### config.mk
export PLATFORM = sky130hd
export DESIGN_NAME = dac_jesd204_channel_datagen
export DESIGN_NICKNAME = d
export VERILOG_FILES = /design/src/rtl/dac_jesd204_channel_datagen_pkg.sv /design/src/rtl/dac_jesd204_pngen.sv /design/src/rtl/dac_jesd204_channel_datagen.sv
export SDC_FILE = /design/constraint.sdc
export NUM_CORES = 1
export LEC_CHECK = 0
export BUFFER_PORTS_ARGS = -buffer_cell sky130_fd_sc_hd__buf_2
export CORE_MARGIN = 4
export CORE_UTILIZATION = 25
export CTS_CLUSTER_DIAMETER = 60
export DETAILED_ROUTE_END_ITERATION = 7
export HOLD_SLACK_MARGIN = 0.06
export SLEW_MARGIN = 10
export SYNTH_ARGS = -nofsm -noshare
export SYNTH_HDL_FRONTEND = slang
export SYNTH_SLANG_ARGS = --single-unit
### constraint.sdc
create_clock -name dac_clk -period 2.3 [get_ports dac_clk]
set_clock_uncertainty 0.05 [all_clocks]
set_input_delay 0.46 -clock dac_clk [delete_from_list [all_inputs] [get_ports dac_clk]]
set_output_delay 0.46 -clock dac_clk [all_outputs]
set_load 0.02 [all_outputs]
### src/rtl/dac_jesd204_channel_datagen_pkg.sv
// Shared definitions for the JESD204 DAC channel data generator and the ADC PN monitor:
// source-select encodings, PN polynomial taps and generator seeds.
package dac_jesd204_channel_datagen_pkg;

  typedef enum logic [3:0] {
    DATA_SEL_DMA  = 4'd0,
    DATA_SEL_PAT  = 4'd1,
    DATA_SEL_ZERO = 4'd2,
    DATA_SEL_PN7  = 4'd3,
    DATA_SEL_PN15 = 4'd4,
    DATA_SEL_RAMP = 4'd5
  } data_sel_e;

  // x^7 + x^6 + 1
  localparam int unsigned PN7_WIDTH = 7;
  localparam int unsigned PN7_TAP_A = 6;
  localparam int unsigned PN7_TAP_B = 5;
  localparam logic [6:0]  PN7_SEED  = 7'h7F;

  // x^15 + x^14 + 1
  localparam int unsigned PN15_WIDTH = 15;
  localparam int unsigned PN15_TAP_A = 14;
  localparam int unsigned PN15_TAP_B = 13;
  localparam logic [14:0] PN15_SEED  = 15'h7FFF;

  localparam int unsigned SRC_WIDTH = 16;

endpackage

### src/rtl/dac_jesd204_pngen.sv
// Fibonacci LFSR word generator: emits BITS new bits per cycle, first bit at data_o MSB.
// seed_i restarts from SEED in the same cycle, so the word it produces is the first word.
module dac_jesd204_pngen #(
  parameter int unsigned       WIDTH = 7,
  parameter int unsigned       TAP_A = 6,
  parameter int unsigned       TAP_B = 5,
  parameter logic [WIDTH-1:0]  SEED  = '1,
  parameter int unsigned       BITS  = 32
) (
  input  logic            clk_i,
  input  logic            rst_ni,
  input  logic            seed_i,
  input  logic            advance_i,
  output logic [BITS-1:0] data_o
);

  logic [WIDTH-1:0] state_q;
  logic [WIDTH-1:0] state_d;
  logic [WIDTH-1:0] cur;
  logic [WIDTH-1:0] s;
  logic             b;

  always_comb begin
    cur    = seed_i ? SEED : state_q;
    s      = cur;
    b      = 1'b0;
    data_o = '0;
    for (int unsigned k = 0; k < BITS; k++) begin
      b                 = s[TAP_A] ^ s[TAP_B];
      s                 = {s[WIDTH-2:0], b};
      data_o[BITS-1-k]  = b;
    end
    state_d = advance_i ? s : cur;
  end

  always_ff @(posedge clk_i or negedge rst_ni) begin
    if (!rst_ni) begin
      state_q <= SEED;
    end else begin
      state_q <= state_d;
    end
  end

endmodule

### src/rtl/dac_jesd204_channel_datagen.sv
// Per-channel DAC transmit data source: DMA, pattern, zero, PN7, PN15 or ramp,
// with optional offset-binary formatting and one output register stage.
module dac_jesd204_channel_datagen
  import dac_jesd204_channel_datagen_pkg::*;
#(
  parameter int unsigned CHANNEL_WIDTH   = 16,
  parameter int unsigned DATA_PATH_WIDTH = 2
) (
  input  logic                                     dac_clk,
  input  logic                                     dac_rstn,
  input  logic                                     dac_enable,
  input  logic [3:0]                               dac_data_sel,
  input  logic                                     dac_dfmt_type,
  input  logic [15:0]                              dac_pat_data_1,
  input  logic [15:0]                              dac_pat_data_2,
  input  logic                                     dac_sync,
  input  logic [16*DATA_PATH_WIDTH-1:0]            dac_dma_data,
  input  logic                                     dac_dma_valid,
  output logic                                     dac_dma_ready,
  output logic                                     dac_dma_underflow,
  output logic [CHANNEL_WIDTH*DATA_PATH_WIDTH-1:0] dac_data
);

  localparam int unsigned CW = CHANNEL_WIDTH;
  localparam int unsigned DW = CHANNEL_WIDTH * DATA_PATH_WIDTH;

  data_sel_e sel;
  logic      gen_seed;
  logic      pn7_adv;
  logic      pn15_adv;
  logic [DW-1:0] pn7_word;
  logic [DW-1:0] pn15_word;

  logic [CW-1:0] ramp_q;
  logic [CW-1:0] ramp_d;
  logic [CW-1:0] ramp_base;
  logic [CW-1:0] lane;
  logic [DW-1:0] data_q;
  logic [DW-1:0] data_d;
  logic          underflow_q;
  logic          underflow_d;
  logic          unused_src_lsbs;

  assign sel      = data_sel_e'(dac_data_sel);
  // Disabled channels are held at seed, so re-enabling restarts every sequence.
  assign gen_seed = dac_sync | ~dac_enable;
  assign pn7_adv  = dac_enable & (sel == DATA_SEL_PN7);
  assign pn15_adv = dac_enable & (sel == DATA_SEL_PN15);

  assign dac_dma_ready = dac_enable & (sel == DATA_SEL_DMA);

  assign unused_src_lsbs = ^{dac_pat_data_1, dac_pat_data_2, dac_dma_data};

  dac_jesd204_pngen #(
    .WIDTH (PN7_WIDTH),
    .TAP_A (PN7_TAP_A),
    .TAP_B (PN7_TAP_B),
    .SEED  (PN7_SEED),
    .BITS  (DW)
  ) u_pn7 (
    .clk_i     (dac_clk),
    .rst_ni    (dac_rstn),
    .seed_i    (gen_seed),
    .advance_i (pn7_adv),
    .data_o    (pn7_word)
  );

  dac_jesd204_pngen #(
    .WIDTH (PN15_WIDTH),
    .TAP_A (PN15_TAP_A),
    .TAP_B (PN15_TAP_B),
    .SEED  (PN15_SEED),
    .BITS  (DW)
  ) u_pn15 (
    .clk_i     (dac_clk),
    .rst_ni    (dac_rstn),
    .seed_i    (gen_seed),
    .advance_i (pn15_adv),
    .data_o    (pn15_word)
  );

  always_comb begin
    ramp_base = gen_seed ? '0 : ramp_q;
    ramp_d    = ramp_base;
    if (dac_enable && (sel == DATA_SEL_RAMP)) begin
      ramp_d = ramp_base + CW'(DATA_PATH_WIDTH);
    end
  end

  always_comb begin
    data_d      = '0;
    lane        = '0;
    underflow_d = dac_dma_ready & ~dac_dma_valid;
    for (int unsigned n = 0; n < DATA_PATH_WIDTH; n++) begin
      lane = '0;
      case (sel)
        DATA_SEL_DMA:  lane = dac_dma_valid ? dac_dma_data[SRC_WIDTH*n+SRC_WIDTH-1 -: CW] : '0;
        DATA_SEL_PAT:  lane = (n % 2 == 0) ? dac_pat_data_1[SRC_WIDTH-1 -: CW]
                                           : dac_pat_data_2[SRC_WIDTH-1 -: CW];
        DATA_SEL_PN7:  lane = pn7_word[DW-1-n*CW -: CW];
        DATA_SEL_PN15: lane = pn15_word[DW-1-n*CW -: CW];
        DATA_SEL_RAMP: lane = ramp_base + CW'(n);
        default:       lane = '0;
      endcase
      if (dac_dfmt_type) begin
        lane[CW-1] = ~lane[CW-1];
      end
      if (!dac_enable) begin
        lane = '0;
      end
      data_d[n*CW +: CW] = lane;
    end
  end

  always_ff @(posedge dac_clk or negedge dac_rstn) begin
    if (!dac_rstn) begin
      data_q      <= '0;
      underflow_q <= 1'b0;
      ramp_q      <= '0;
    end else begin
      data_q      <= data_d;
      underflow_q <= underflow_d;
      ramp_q      <= ramp_d;
    end
  end

  assign dac_data          = data_q;
  assign dac_dma_underflow = underflow_q;

endmodule

After elaboration in Yosys (flattened, before gate mapping)
Index checks and enable logic that the tools add are counted. W data, S select, Z words.

Output and inout port bits: 34. Input port bits: 74. Register bits after elaboration: 71. Logic and storage cells: 100.

Multiplexer cells: 14. Reduce and logical (&&, ||, !) cells: 2. $add $sub $neg: 2. Bitwise logic cells: 73. Eq/ne operators: 4.

Operators by type and width (count): $pmux W16 S5 (2); $mux W16 (6); $xor A1 B1 Y1 (64); $mux W15 (2); $add A16 B1 Y16 const B (1); $add A16 B2 Y16 const B (1); $mux W7 (2); $eq A4 B3 Y1 const B (2); $and A1 B1 Y1 (4); $eq A4 B1 Y1 const B (1); $eq A4 B2 Y1 const B (1); $logic_not A4 Y1 (1); $not A1 Y1 (4); $mux W1 (2); $logic_and A1 B1 Y1 (1); $or A1 B1 Y1 (1).

Depth between registers and ports, before layout
Depth in word-level cells: 13. Depth in mapped cells: 11. Mapped depth without buffers: 9.

Modules after synthesis
A second synthesis with hierarchy kept.

Cells, all modules: 562. Area, all modules: 4953.5 sq um.

Modules (own cells, without submodules): dac_jesd204_channel_datagen (area each 3047.9 sq um, cells an instance 334, times used 1, sequential area each 1226.2 sq um); dac_jesd204_pngen (u_pn15) (area each 1086.0 sq um, cells an instance 133, times used 1, sequential area each 394.1 sq um); dac_jesd204_pngen (u_pn7) (area each 819.5 sq um, cells an instance 95, times used 1, sequential area each 183.9 sq um).

Worst setup path after synthesis
No wires, ideal clock.

Kind: in2reg. From: in dac_enable. To: reg data_q[31], in the netlist dac_data[31]. Buffers on the path: 2. Arrival time: 2.262 ns. Data required time: 2.171 ns. Path slack: -0.091 ns. Stages: 11. Setup time: 0.079 ns. Cells stage by stage: buf_6 and2b_1 buf_2 nand2_1 inv_1 ha_1 nand4_1 nor4_4 a211oi_1 nor3_2 mux2i_1.

Word-level cells in the longest chain between the ends: 10. Elaborated cells on any way between the ends: 19. Classes of those cells: add/sub: 1; mux: 6; bitwise: 12.

Ends and longest elaborated chain: from (decl) (line dac_jesd204_channel_datagen.sv:11) `input logic dac_enable,`; parallel branches: the longest is 9 deep, another holds $add A16 B1 Y16; $mux W16 (*) (line dac_jesd204_channel_datagen.sv:108) `if (!dac_enable) begin`; named net data_d[31] (line dac_jesd204_channel_datagen.sv:39) `logic [DW-1:0] data_d;`; to (signal assigned) (line dac_jesd204_channel_datagen.sv:121) `data_q <= data_d;`; to (decl) (line dac_jesd204_channel_datagen.sv:38) `logic [DW-1:0] data_q;`.

Mark *: on every way through the listed nets, which the timed path passes.

Worst setup path after layout
From: reg ramp_q[1]. To: reg data_q[27], in the netlist dac_data[27].

Word-level cells in the longest chain between the ends: 4.

Ends and longest elaborated chain: from (decl) (line dac_jesd204_channel_datagen.sv:34) `logic [CW-1:0] ramp_q;`; from (signal assigned) (line dac_jesd204_channel_datagen.sv:123) `ramp_q <= ramp_d;`; $mux W16 (line dac_jesd204_channel_datagen.sv:83) `ramp_base = gen_seed ? '0 : ramp_q;`; $add A16 B1 Y16 (line dac_jesd204_channel_datagen.sv:102) `DATA_SEL_RAMP: lane = ramp_base + CW'(n);`; $pmux W16 S5 (line dac_jesd204_channel_datagen.sv:96) `case (sel)`; $mux W16 (line dac_jesd204_channel_datagen.sv:108); named net data_d[27] (line dac_jesd204_channel_datagen.sv:39).

The timed path passes the listed nets, and every way through them passes these cells.

==> out/metrics.cfg <==
[cells_and_area]
antenna-diode-count = 0
syn_to_final_growth_pct = 29.7
final_common_cell = buf_2
final_area_mm2 = 0.00612
layout-drive-gt1-share = 0.340
fin_nets = 726
layout.area.seq_mm2 = 0.00180
layout_common_cells = 106 x buf_2, 63 x nand2_1, 55 x xnor2_1, 53 x buf_4, 49 x dfrtp_1
multi_input_area_mm2 = 0.00270
fill_cells = 1917

[sta]
hold_viol_final = 0
rsz0062_at_grt = no
fmax_mhz = 500
tightest_slew_ps = 584
drv_slew = 0
whs_ps = 51.8
worst_slack_ps = 301
slew_headroom = 0.611
min_period_ps = 2000
finalSetupViolations = 0
post-route-period-util = 0.869
finalSetupTns_ps = 0

[floorplanning]
initial_core_util = 0.258
die_y_um = 145
num_rows = 49
ios = 108
coreArea_mm2 = 0.0183
dieWidth_um = 145
dieArea_mm2 = 0.0212

[global_routing]
grt_pass1_vias = 4466
grt_pass1_wl_um = 27900
grt_usage = 0.171
antenna_found_initial = 2
grt_max_degree = 42
overflow = 0

[drt]
ant_nets = 0
drc = 0
vias = 4617
firstDrtPassIters = 5
wl_per_cell_um = 21.0
wl_um = 18600
vias_per_cell = 5.22
drt_iter0_drc = 386

[power]
leakage_nw = 2.58
power-per-cell-area_mw_per_mm2 = 532
finalPower_mw = 3.26
peakVddDrop_v = 0.000282

[placement]
placed_cell_area_mm2 = 0.00579
place_hpwl_um = 14500
place.gp.congestion = 0.960
place_ws_ps = 5.92
portBuffers = 107

[logic_synthesis]
synth_top_area_frac = 0.260
synth_cell_type_count = 60
avgSynthCellArea_um2 = 8.89
synth_edf_count = 0
ys_warn_count = 0
seq_area_frac_synth = 0.382
async_reset_ff_frac = 1.00
synth-main-ff-cell = dfrtp_1
synthTopCellsByArea = dfrtp_1 26%, dfstp_2 12%, xnor2_1 10%, xor2_1 5.6%, nand2_1 5.1%
synth.cell_area_mm2 = 0.00472
yosysTopAreaCell = dfrtp_1
synthCells = 531
ys_ff_latch = 71
syn-num-nets = 607

[worst_setup_path]
r2r_start = ramp_q[1]$_DFF_PN0_
cp.arrival_ps = 2210
startpoint = ramp_q[1]$_DFF_PN0_
crit_required_ps = 2510
endpoint_kind = flop
worst-setup-path-type = reg2reg
critPathMaxStageDelay_ps = 390
reg2regPathDepth = 9
r2r_slack_ps = 300
crit_slowest_cell = nor4_4
start_kind = flop
cp_max_fo = 5
r2r_end = dac_data[27]$_DFF_PN0_
path_cells = inv_1, nor2_4, ha_4, nand4_1, nor4_4, buf_4, xnor2_1, nand2_1, a31oi_1

[clock_tree]
clkSlewWorstSetupHoldPaths_ps = 60
cts_tree = yes
cts.sinks = 71
post-cts-setup-buffers = 0
clk_latency_ps = 340
cts-resized-gates = 0
ctsHoldBuffers = 0
htree_levels = 3
cts-root-buf = clkbuf_16
clock_path_buffers = 2
numCtsBuffers = 9

[hold_path]
holdCritPathClass = in2async

[run_status]
run_status = completed

[flow_run]
maxCapViolations = 0

-- flip-flops by register name, summed over array words and instances (netlist names) --
register           cells
ramp_q                16
u_pn7.state_q          7
dac_dma_underflow      1
dac_data              32
u_pn15.state_q        15
-- routing by layer --
metal / GRT usage / up-vias / share of wire
li1: - / 2118 / -
met1: 0.245 / 2226 / 0.46
met2: 0.259 / 245 / 0.43
met3: 0.0445 / 24 / 0.091
met4: 0.0399 / 4 / 0.017
met5: 0 / - / 0.0014
-- stage by stage --
step | util | cells
after global placement | 0.317 | 868
final | 0.335 | 884
after floorplan | - | 531
after CTS | 0.335 | 884
after global routing | 0.335 | 884
after detailed placement | 0.317 | 868
-- worst max-delay path: cells and delay by family, from the launching register on --
| kind | cells | cell delay (ps) |
|---|---|---|
| AND/OR/NAND/NOR | 4 | 770 |
| flip-flops | 1 | 380 |
| buffers and inverters | 2 | 290 |
| adder cells (fa/ha/maj) | 1 | 160 |
| AO/OA/AOI/OAI | 1 | 150 |
| XOR/XNOR | 1 | 110 |
-- worst max-delay path by stage --
| stage | end | slack, ps | depth (start not counted) |
|---|---|---|---|
| finish | dac_data[27]$_DFF_PN0_ | 300 | 9 |
| detailed placement | dac_data[27]$_DFF_PN0_ | 6 | 11 |
| floorplan | dac_data[31]$_DFF_PN0_ | 30 | 11 |
| CTS | dac_data[27]$_DFF_PN0_ | 280 | 9 |
| global route | dac_data[27]$_DFF_PN0_ | 150 | 9 |
| global placement | dac_data[27]$_DFF_PN0_ | 30 | 11 |
-- final cells by class --
cell class,instances,area share
clock buffers,10,0.0390
clock inverters,6,0.0149
inverters,3,0.00184
multi-input cells,403,0.441
flip-flops and latches,71,0.295
well taps,229,0.0468
repair buffers,162,0.161
-- power breakdown --
part | total (mW) | internal [mW] | switching [mW]
clock network | 1.57 | 0.985 | 0.585
logic | 0.391 | 0.156 | 0.235
registers | 1.30 | 1.27 | 0.0233
total | 3.26 | 2.42 | 0.843
-- cells by family (layout without fill, tap and decap cells) --
logic type	Yosys count	after routing	synth area share
AND/OR/NAND/NOR	167	167	0.186
multiplexers	3	3	0.00636
buffers and inverters	57	181	0.0548
AO/OA/AOI/OAI	142	142	0.193
adder cells (fa/ha/maj)	2	2	0.00530
flip-flops	71	71	0.382
XOR/XNOR	89	89	0.173
-- cells in the mapped netlist (all sizes together) (2+ instances only) --
master	count
a32oi	5
inv	3
nand2	64
nor2b	2
and4bb	3
a22oi	10
a32o	2
a222oi	5
nor3	12
o21ai	42
dfrtp	49
clkbuf	24
a221oi	12
and4	2
dfstp	22
o22ai	9
and3	6
a211oi	3
mux2i	3
a31oi	11
nand3	14
ha	2
o211ai	5
nor2	34
o221ai	2
nor4	2
and2	5
nand2b	8
a21oi	30
buf	30
nand4	4
xnor2	57
or3	3
xor2	31
Power figures use the tool's default switching activity.
